===== config.mk =====
export PLATFORM = sky130hd
export DESIGN_NAME = band_mixer_flat
export DESIGN_NICKNAME = d
export VERILOG_FILES = /design/src/rtl/band_mixer_if.sv /design/src/rtl/band_mixer.sv /design/src/flat_wrapper.sv
export SDC_FILE = /design/constraint.sdc
export NUM_CORES = 1
export LEC_CHECK = 0
export CAP_MARGIN = 5
export CORE_MARGIN = 4
export CORE_UTILIZATION = 50
export CTS_CLUSTER_DIAMETER = 150
export CTS_CLUSTER_SIZE = 14
export DETAILED_ROUTE_END_ITERATION = 16
export PLACE_DENSITY = 0.76
export SYNTH_ARGS = -nofsm -noshare
export SYNTH_HDL_FRONTEND = slang
export SYNTH_SLANG_ARGS = --single-unit

===== constraint.sdc =====
create_clock -name clk -period 3.4 [get_ports clk]
set_clock_uncertainty 0.15 [all_clocks]
set_input_delay 0.68 -clock clk [delete_from_list [all_inputs] [get_ports clk]]
set_output_delay 0.68 -clock clk [all_outputs]
set_load 0.1 [all_outputs]

===== src/rtl/band_mixer_if.sv =====
// Band-bank input bus and mixed-sample valid/ready output stream of band_mixer.
// master = mixer side (consumes bank samples, produces the stream); slave = its peers.
interface band_mixer_if #(
  parameter int NUMBER_OF_FILTERS = 8,
  parameter int FILTER_OUT_BITS   = 16,
  parameter int MIX_OUT_BITS      = 16
);
  logic                                         phase_min;
  logic [NUMBER_OF_FILTERS*FILTER_OUT_BITS-1:0] filtered_outs;
  logic [NUMBER_OF_FILTERS-1:0]                 band_mask;
  logic [MIX_OUT_BITS-1:0]                      mix_data;
  logic                                         mix_valid;
  logic                                         mix_ready;

  modport master (
    input  phase_min, filtered_outs, band_mask, mix_ready,
    output mix_data, mix_valid
  );

  modport slave (
    output phase_min, filtered_outs, band_mask, mix_ready,
    input  mix_data, mix_valid
  );
endinterface


===== src/rtl/band_mixer.sv =====
// Sequential masked band summer with saturation, feeding a small FIFO; capture-to-write 10 enabled cycles.
// Backpressure: mix_ready pops the FIFO; a full FIFO drops the new sample. BAND_MIXER_CLIP_CNT_EN adds clip_count.
module band_mixer #(
  parameter int NUMBER_OF_FILTERS = 8,
  parameter int FILTER_OUT_BITS   = 16,
  parameter int MIX_OUT_BITS      = 16,
  parameter int FIFO_DEPTH        = 4
) (
  input  logic               clk,
  input  logic               rst,
  input  logic               clk_enable,
  band_mixer_if.master       bus,
  output logic               overrun,
  output logic [7:0]         drop_count
`ifdef BAND_MIXER_CLIP_CNT_EN
  ,
  output logic [15:0]        clip_count
`endif
);
  localparam int ACC_BITS = FILTER_OUT_BITS + $clog2(NUMBER_OF_FILTERS) + 1;
  localparam int IDX_W    = $clog2(NUMBER_OF_FILTERS);
  localparam int PTR_W    = $clog2(FIFO_DEPTH);
  localparam logic signed [ACC_BITS-1:0] SAT_MAX = ACC_BITS'((64'sd1 <<< (MIX_OUT_BITS-1)) - 64'sd1);
  localparam logic signed [ACC_BITS-1:0] SAT_MIN = ~SAT_MAX;

  typedef enum logic [1:0] {IDLE, ACCUM, SAT, PUSH} state_t;
  state_t state, state_n;

  logic signed [FILTER_OUT_BITS-1:0] band_q [NUMBER_OF_FILTERS];
  logic [NUMBER_OF_FILTERS-1:0]      mask_q;
  logic [IDX_W-1:0]                  idx;
  logic signed [ACC_BITS-1:0]        acc;
  logic signed [ACC_BITS-1:0]        addend;
  logic [MIX_OUT_BITS-1:0]           res;
  logic                              clamp_hi, clamp_lo;

  logic [MIX_OUT_BITS-1:0] mem [FIFO_DEPTH];
  logic [PTR_W-1:0]        wr_ptr, rd_ptr;
  logic [PTR_W:0]          count;
  logic [MIX_OUT_BITS-1:0] last_q;
  logic                    push_req, push, pop, full;

  always_ff @(posedge clk or negedge rst) begin
    if (!rst)            state <= IDLE;
    else if (clk_enable) state <= state_n;
  end

  always_comb begin
    state_n = state;
    case (state)
      IDLE:    if (bus.phase_min) state_n = ACCUM;
      ACCUM:   if (idx == IDX_W'(NUMBER_OF_FILTERS-1)) state_n = SAT;
      SAT:     state_n = PUSH;
      PUSH:    state_n = IDLE;
      default: state_n = IDLE;
    endcase
  end

  assign addend   = mask_q[idx] ? {{(ACC_BITS-FILTER_OUT_BITS){band_q[idx][FILTER_OUT_BITS-1]}}, band_q[idx]}
                                : '0;
  assign clamp_hi = acc > SAT_MAX;
  assign clamp_lo = acc < SAT_MIN;

  always_ff @(posedge clk or negedge rst) begin
    if (!rst) begin
      for (int i = 0; i < NUMBER_OF_FILTERS; i++) band_q[i] <= '0;
      mask_q <= '0;
      idx    <= '0;
      acc    <= '0;
      res    <= '0;
    end else if (clk_enable) begin
      case (state)
        IDLE: if (bus.phase_min) begin
          // Snapshot the whole bank so later input/mask changes cannot leak into this sum.
          for (int i = 0; i < NUMBER_OF_FILTERS; i++)
            band_q[i] <= bus.filtered_outs[i*FILTER_OUT_BITS +: FILTER_OUT_BITS];
          mask_q <= bus.band_mask;
          acc    <= '0;
          idx    <= '0;
        end
        ACCUM: begin
          acc <= acc + addend;
          idx <= idx + 1'b1;
        end
        SAT: res <= clamp_hi ? SAT_MAX[MIX_OUT_BITS-1:0] :
                    clamp_lo ? SAT_MIN[MIX_OUT_BITS-1:0] : acc[MIX_OUT_BITS-1:0];
        default: ;
      endcase
    end
  end

  // Pop runs regardless of clk_enable so the serializer never stalls on a bank freeze.
  assign pop      = (count != '0) && bus.mix_ready;
  assign full     = count == (PTR_W+1)'(FIFO_DEPTH);
  assign push_req = clk_enable && (state == PUSH);
  assign push     = push_req && (!full || pop);

  always_ff @(posedge clk or negedge rst) begin
    if (!rst) begin
      for (int i = 0; i < FIFO_DEPTH; i++) mem[i] <= '0;
      wr_ptr <= '0;
      rd_ptr <= '0;
      count  <= '0;
      last_q <= '0;
    end else begin
      if (push) begin
        mem[wr_ptr] <= res;
        wr_ptr      <= wr_ptr + 1'b1;
      end
      if (pop) begin
        last_q <= mem[rd_ptr];
        rd_ptr <= rd_ptr + 1'b1;
      end
      if (push && !pop)      count <= count + 1'b1;
      else if (!push && pop) count <= count - 1'b1;
    end
  end

  assign bus.mix_valid = count != '0;
  assign bus.mix_data  = bus.mix_valid ? mem[rd_ptr] : last_q;

  always_ff @(posedge clk or negedge rst) begin
    if (!rst) begin
      overrun    <= 1'b0;
      drop_count <= '0;
    end else begin
      if (bus.phase_min && state != IDLE)          overrun    <= 1'b1;
      if (push_req && !push && drop_count != 8'hFF) drop_count <= drop_count + 1'b1;
    end
  end

`ifdef BAND_MIXER_CLIP_CNT_EN
  always_ff @(posedge clk or negedge rst) begin
    if (!rst)
      clip_count <= '0;
    else if (clk_enable && state == SAT && (clamp_hi || clamp_lo) && clip_count != 16'hFFFF)
      clip_count <= clip_count + 1'b1;
  end
`endif
endmodule

===== src/flat_wrapper.sv =====
// flat-port wrapper written by rule: the top's interface ports become plain ports
module band_mixer_flat 
#(
  parameter int NUMBER_OF_FILTERS = 8,
  parameter int FILTER_OUT_BITS   = 16,
  parameter int MIX_OUT_BITS      = 16,
  parameter int FIFO_DEPTH        = 4
)
  (clk, rst, clk_enable, overrun, drop_count, bus_phase_min, bus_filtered_outs, bus_band_mask, bus_mix_ready, bus_mix_data, bus_mix_valid);
  band_mixer_if #(.NUMBER_OF_FILTERS(NUMBER_OF_FILTERS), .FILTER_OUT_BITS(FILTER_OUT_BITS), .MIX_OUT_BITS(MIX_OUT_BITS)) bus_i ();
  input  logic clk;
  input  logic rst;
  input  logic clk_enable;
  output logic overrun;
  output logic [7:0] drop_count;
  input wire logic [$bits(bus_i.phase_min)-1:0] bus_phase_min;
  input wire logic [$bits(bus_i.filtered_outs)-1:0] bus_filtered_outs;
  input wire logic [$bits(bus_i.band_mask)-1:0] bus_band_mask;
  input wire logic [$bits(bus_i.mix_ready)-1:0] bus_mix_ready;
  output wire logic [$bits(bus_i.mix_data)-1:0] bus_mix_data;
  output wire logic [$bits(bus_i.mix_valid)-1:0] bus_mix_valid;
  assign bus_i.phase_min = bus_phase_min;
  assign bus_i.filtered_outs = bus_filtered_outs;
  assign bus_i.band_mask = bus_band_mask;
  assign bus_i.mix_ready = bus_mix_ready;
  assign bus_mix_data = bus_i.mix_data;
  assign bus_mix_valid = bus_i.mix_valid;
  band_mixer #(.NUMBER_OF_FILTERS(NUMBER_OF_FILTERS), .FILTER_OUT_BITS(FILTER_OUT_BITS), .MIX_OUT_BITS(MIX_OUT_BITS), .FIFO_DEPTH(FIFO_DEPTH)) u_core (.clk(clk), .rst(rst), .clk_enable(clk_enable), .bus(bus_i), .overrun(overrun), .drop_count(drop_count));
endmodule

Word-level counts from Yosys, hierarchy flattened --
Index checks and enable logic that the tools add are counted.
Word-level totals: register bits 273, word-level logic and storage cells 94
Operators by class: eq/ne operators 8, bitwise operators 3, add/sub/neg operators 7, reduce and logical (&&, ||, !) cells 22, muxes and demuxes 24, order comparisons 7
Operator list (count):
- $mux 16 | 8
- $bwmux 64 | 1
- $bmux 16 s3 | 1
- $mux 20 | 2
- $pmux 20 s2 | 1
- $bmux 16 s2 | 1
- $demux 16 s2 | 1
- $add 20x20->20 | 1
- $gt 20x16->1 const B | 1
- $lt 20x16->1 const B | 1
- $logic_and 1x1->1 | 9
- $mux 3 | 3
- $reduce_and 3->1 | 3
- $add 8x1->8 const B | 1
- $ne 8x8->1 const B | 1
- $pmux 2 s4 | 1
- $add 3x1->3 const B | 2
- $eq 3x3->1 const B | 2
- $ge 3x3->1 const B | 2
- $not 2->3 | 2
- $pmux 3 s2 | 1
- $reduce_bool 2->1 | 3
- $add 2x1->2 const B | 2
- $eq 2x2->1 const B | 2
- other kinds (16) | 19

Logic depth before layout (Yosys ltp) --
depth in word-level cells 8, mapped depth 14, gate-level depth less buffers 12

Worst setup path before layout --
Ideal clock, no wire load.
path kind reg2reg, start point register u_core.idx[0], end point register u_core.acc[18], data arrival time 3217 ps, clock period less this slack 3462 ps, data required time 3155 ps, cell stages (with the launch flop) 15, path slack -62 ps, cell sequence dfrtp_1 buf_6 buf_2 mux4_2 mux2i_1 nor2_1 ha_1 fa_1 a21o_1 a21oi_2 nor4_2 nor2_2 a21oi_1 o31a_1 o31ai_1
On the way: cells in the longest elaborated chain, start to end 7
Ends and longest elaborated chain:
- from (decl) | line band_mixer.sv:31 | logic [IDX_W-1:0] idx;
- from (signal assigned) | line band_mixer.sv:83 | idx <= idx + 1'b1;
- $not 3->4 (not written as such) | line band_mixer.sv:59 | assign addend = mask_q[idx] ? {{(ACC_BITS-FILTER_OUT_BITS){band_q[idx][FILTER_OUT_BITS-1]}}, band_q[idx]}
- $bmux 16 s3 | line band_mixer.sv:59
- $mux 16 (not written as such) (2 in a row) | line band_mixer.sv:59
- $mux 20 * | line band_mixer.sv:59
- $add 20x20->20 * | line band_mixer.sv:82 | acc <= acc + addend;
- $pmux 20 s2 * | line band_mixer.sv:72 | case (state)
- to (signal assigned) | line band_mixer.sv:82
- to (decl) | line band_mixer.sv:32 | logic signed [ACC_BITS-1:0] acc;
Mark *: on every way between the ends. The rest lies on a longest branch, timed or not. The select of a mux whose other input is x is not followed. A chain may end at the register's enable or synchronous reset.

Worst setup path in the final report --
start point register u_core.idx[0], end point register u_core.acc[19]
Same word-level chain as after synthesis.

==> results.json <==
{
  "netSwitchingPower_mw": 6.07,
  "vias": 8125,
  "grt.overflow.total": 0,
  "most_repeated_cell_in_the_gate_level_netlist_after_synthesis": "dfrtp_1",
  "post_drt_via_cell_ratio": 5.55,
  "tightestPinTransition_ns": 0.781,
  "power_share_of_the_clock_group_pct": 14.4,
  "cts_buffers": 23,
  "critical_path_peak_fanout": 13,
  "cts-root-buf": "clkbuf_16",
  "nets": 1307,
  "cp_slowest_cell": "mux4_2",
  "cts-root-to-sink-buffers": 3,
  "rows": 58,
  "maxSlewHeadroom_pct": 47.9,
  "post_synth_and_or_nand_nor_area_fraction_pct": 5.42,
  "postSynthNetCount": 1112,
  "yosysUniqueCellTypes": 55,
  "final-max-slew-violation-count": 0,
  "routed_wire_length_per_instance_um": 19.1,
  "cts.clk_slew.worst_paths_ns": 0.07,
  "route.final.wire_length_um": 27900,
  "number_of_global_route_vias_before_repair": 8524,
  "number_of_max_capacitance_violations_reported": 0,
  "floorplan.initialDensity_pct": 51.4,
  "synthFlopType": "dfrtp_1",
  "worstSetupStartpointType": "flip-flop",
  "worstSkewPairLatency_ns": 0.51,
  "route.antenna.remaining_nets": 0,
  "synth-adder-area-share_pct": 3.28,
  "yosys.area.top_type_share_pct": 52.4,
  "synth.mux.area_fraction_pct": 30.3,
  "power.share.combinational_pct": 50.7,
  "area_delta_synth_final_pct": 24.7,
  "rsz0062_at_grt": "true",
  "final.fill_count": 1898,
  "cpPeakStageDelay_ns": 0.54,
  "synthArstFlopShare_pct": 100,
  "worst_ir_drop_vdd_mv": 0.991,
  "die_outline_area_mm2": 0.0287,
  "ys_top_cells_by_area": "dfrtp_1, mux2_2, mux4_2",
  "synth_compound_gate_area_share_pct": 4.71,
  "postLayoutCellArea_mm2": 0.0163,
  "cts_tree": "done",
  "post_synth_inst_count": 938,
  "gp_routability_congestion": 0.868,
  "worstSetupEndpointType": "flip-flop",
  "cts_sinks": 273,
  "synth_top_cells_by_count": "dfrtp_1, mux2_2, nand2_1",
  "timing.final.setup_violations": 0,
  "insertedDiodeCount": 0,
  "criticalPathCategory": "reg -> reg",
  "timing.rr.start": "u_core.idx[0]",
  "clock.fmax_mhz": 302,
  "die_width_um": 170,
  "io_buffer_count": 166,
  "power_report.internal_total_mw": 9.99,
  "p_sw_share_pct": 37.8,
  "number_of_flops_mapped_to_enable_cells_by_yosys": 0,
  "worst-endpoint-arrival_ns": 3.55,
  "dp_hpwl_um": 20800,
  "holdCritPathClass": "in -> async",
  "chipHeight_um": 170,
  "worst_ep_required_time_ns": 3.64,
  "crit_top_cell": "a21o_1",
  "antenna_found_initial": 2,
  "power_density_mw_per_mm2": 987,
  "cts.htree.levels": 1,
  "detail_route.drc_violations": 0,
  "yosysWarningCount": 0,
  "coreArea_mm2": 0.0254,
  "synth_area_mm2": 0.0130,
  "timing.critical_path.from": "u_core.idx[0]",
  "post-synth-top-area-cell": "dfrtp_1",
  "avgSynthCellArea_um2": 13.9,
  "synth_seq_cells": 273,
  "combinational_family_with_the_most_area_after_synthesis": "multiplexers",
  "p_leak_nw": 7.28,
  "detailedRoute.firstPassIterationCount": 4,
  "power.sequential.fraction_pct": 34.9,
  "groute.usage.overall_pct": 19.2,
  "drt_iter0_drc": 484,
  "run_status": "finished clean",
  "setup_total_neg_slack_ns": 0,
  "io_pins": 167,
  "synth_sequential_area_ratio_pct": 52.4,
  "worstPathCellList": "mux4_2 -> mux2i_2 -> buf_4 -> buf_12 -> nor2_1 -> ha_1 -> a21o_1 -> a21o_1 -> a21oi_2 -> o21ai_2 -> a21o_1 -> a221oi_2 -> o21ai_1",
  "finalCriticalPeriod_ns": 3.31,
  "yosys.area_share.xor_xnor_pct": 1.81,
  "pin_count_of_the_biggest_net_entering_global_routing": 96,
  "fraction_of_layout_instances_using_a_drive_strength_above_1_pct": 38.3,
  "area_of_placed_instances_mm2": 0.0154,
  "hold_violations": 0,
  "grt_pass1_wl_um": 44500,
  "post_route_clock_period_utilization_pct": 97.5
}
placed cells by master (no fill, tap or decap), types with 12 or more instances in the layout:
cell type / netlist / routed
buf_4: 1 / 53
mux2_2: 232 / 232
clkdlybuf4s50_1: 0 / 139
mux2i_1: 15 / 12
xnor2_1: 14 / 14
nor2_1: 22 / 21
xor2_1: 13 / 13
o21ai_0: 30 / 27
ha_1: 31 / 30
dfrtp_1: 273 / 272
mux4_2: 50 / 50
nand3_1: 32 / 29
clkbuf_16: 0 / 23
nand2_1: 55 / 54
buf_12: 0 / 24
inv_1: 12 / 12
per-stage QoR:
step | hold slack, ns | utilization [%] | power (mW) | setup slack [ns] | cells
CTS | 0.0349 | 63.2 | 15.9 | 0.00491 | 1455
finish | 0.0269 | 64.1 | 16.1 | 0.0860 | 1464
global placement | 0.320 | 60.8 | 13.3 | 0.0606 | 1427
detailed placement | 0.328 | 60.8 | 13.5 | -0.0267 | 1427
global route | 0.0728 | 64.1 | 17.0 | -0.100 | 1464
floorplan | 0.234 | - | 11.0 | 0.0361 | 938
power by group through the flow:
| stage | Sequential [mW] | Clock (mW) | Combinational [mW] |
|---|---|---|---|
| final | 5.61 | 2.31 | 8.14 |
| after global routing | 5.76 | 2.49 | 8.78 |
| after detailed placement | 5.66 | 0 | 7.89 |
| after CTS | 5.61 | 2.37 | 7.93 |
| after floorplan | 5.30 | 0 | 5.66 |
| after global placement | 5.59 | 0 | 7.74 |
layer usage:
| layer | wire (um) | GRT usage [%] | vias to the layer above |
|---|---|---|---|
| li1 | - | - | 3825 |
| met2 | 13700 | 32.2 | 203 |
| met1 | 12300 | 26.9 | 4058 |
| met3 | 1410 | 3.24 | 35 |
| met4 | 520 | 4.10 | 4 |
| met5 | 27 | 0 | - |
logic make-up after synthesis:
group / Yosys count
AO/OA/AOI/OAI: 96
XOR/XNOR: 27
adder cells (fa/ha/maj): 33
buffers and inverters: 62
flip-flops: 273
multiplexers: 302
AND/OR/NAND/NOR: 145
flip-flops by register name, summed over array words and instances (netlist names):
| name | count |
|---|---|
| u_core.band_q | 128 |
| u_core.mem | 64 |
| u_core.acc | 20 |
| u_core.last_q | 16 |
| u_core.res | 16 |
| u_core.drop_count | 8 |
| u_core.mask_q | 8 |
| u_core.count | 3 |
| u_core.idx | 3 |
| u_core.rd_ptr | 2 |
| u_core.state | 2 |
| u_core.wr_ptr | 2 |
| u_core.overrun | 1 |
critical path: cells and delay by family (launching register included):
kind | cells | cell delay (ns)
compound gates | 7 | 1.17
flops | 1 | 0.43
mux | 2 | 0.73
simple gates | 1 | 0.05
fa+ha+maj | 1 | 0.37
buf+inv | 2 | 0.29
layout make-up:
class / count / area [um^2] / area share (%)
Sequential cell: 273 / 6830 / 42.0
Multi-Input combinational cell: 603 / 6060 / 37.3
Timing Repair Buffer: 220 / 2320 / 14.3
Clock buffer: 24 / 579 / 3.56
Tap cell: 330 / 413 / 2.54
Inverter: 12 / 45.0 / 0.277
Clock inverter: 2 / 17.5 / 0.108
what timing repair did:
item                                    in CTS  in global routing
pin swaps                                    2                 13
resized for setup                            1                 38
endpoints found under the setup margin       2                 11
hold buffers                                 0                  0
setup buffers                                2                  9
worst paths after layout:
check / endpoint / slack (ns) / depth (start not counted)
worst max-delay path: u_core.acc[19] / 0.09 / 13
worst min-delay path: u_core.acc[18] / 0.03 / 1
worst max register to register: u_core.acc[19] / 0.09 / 13
worst min register to register: u_core.overrun / 0.33 / 1
max in group asynchronous: u_core.band_q[37] / 2.21 / 2
min in group clk: u_core.overrun / 0.33 / 1
Note: power is estimated with default switching activity, not from simulation.
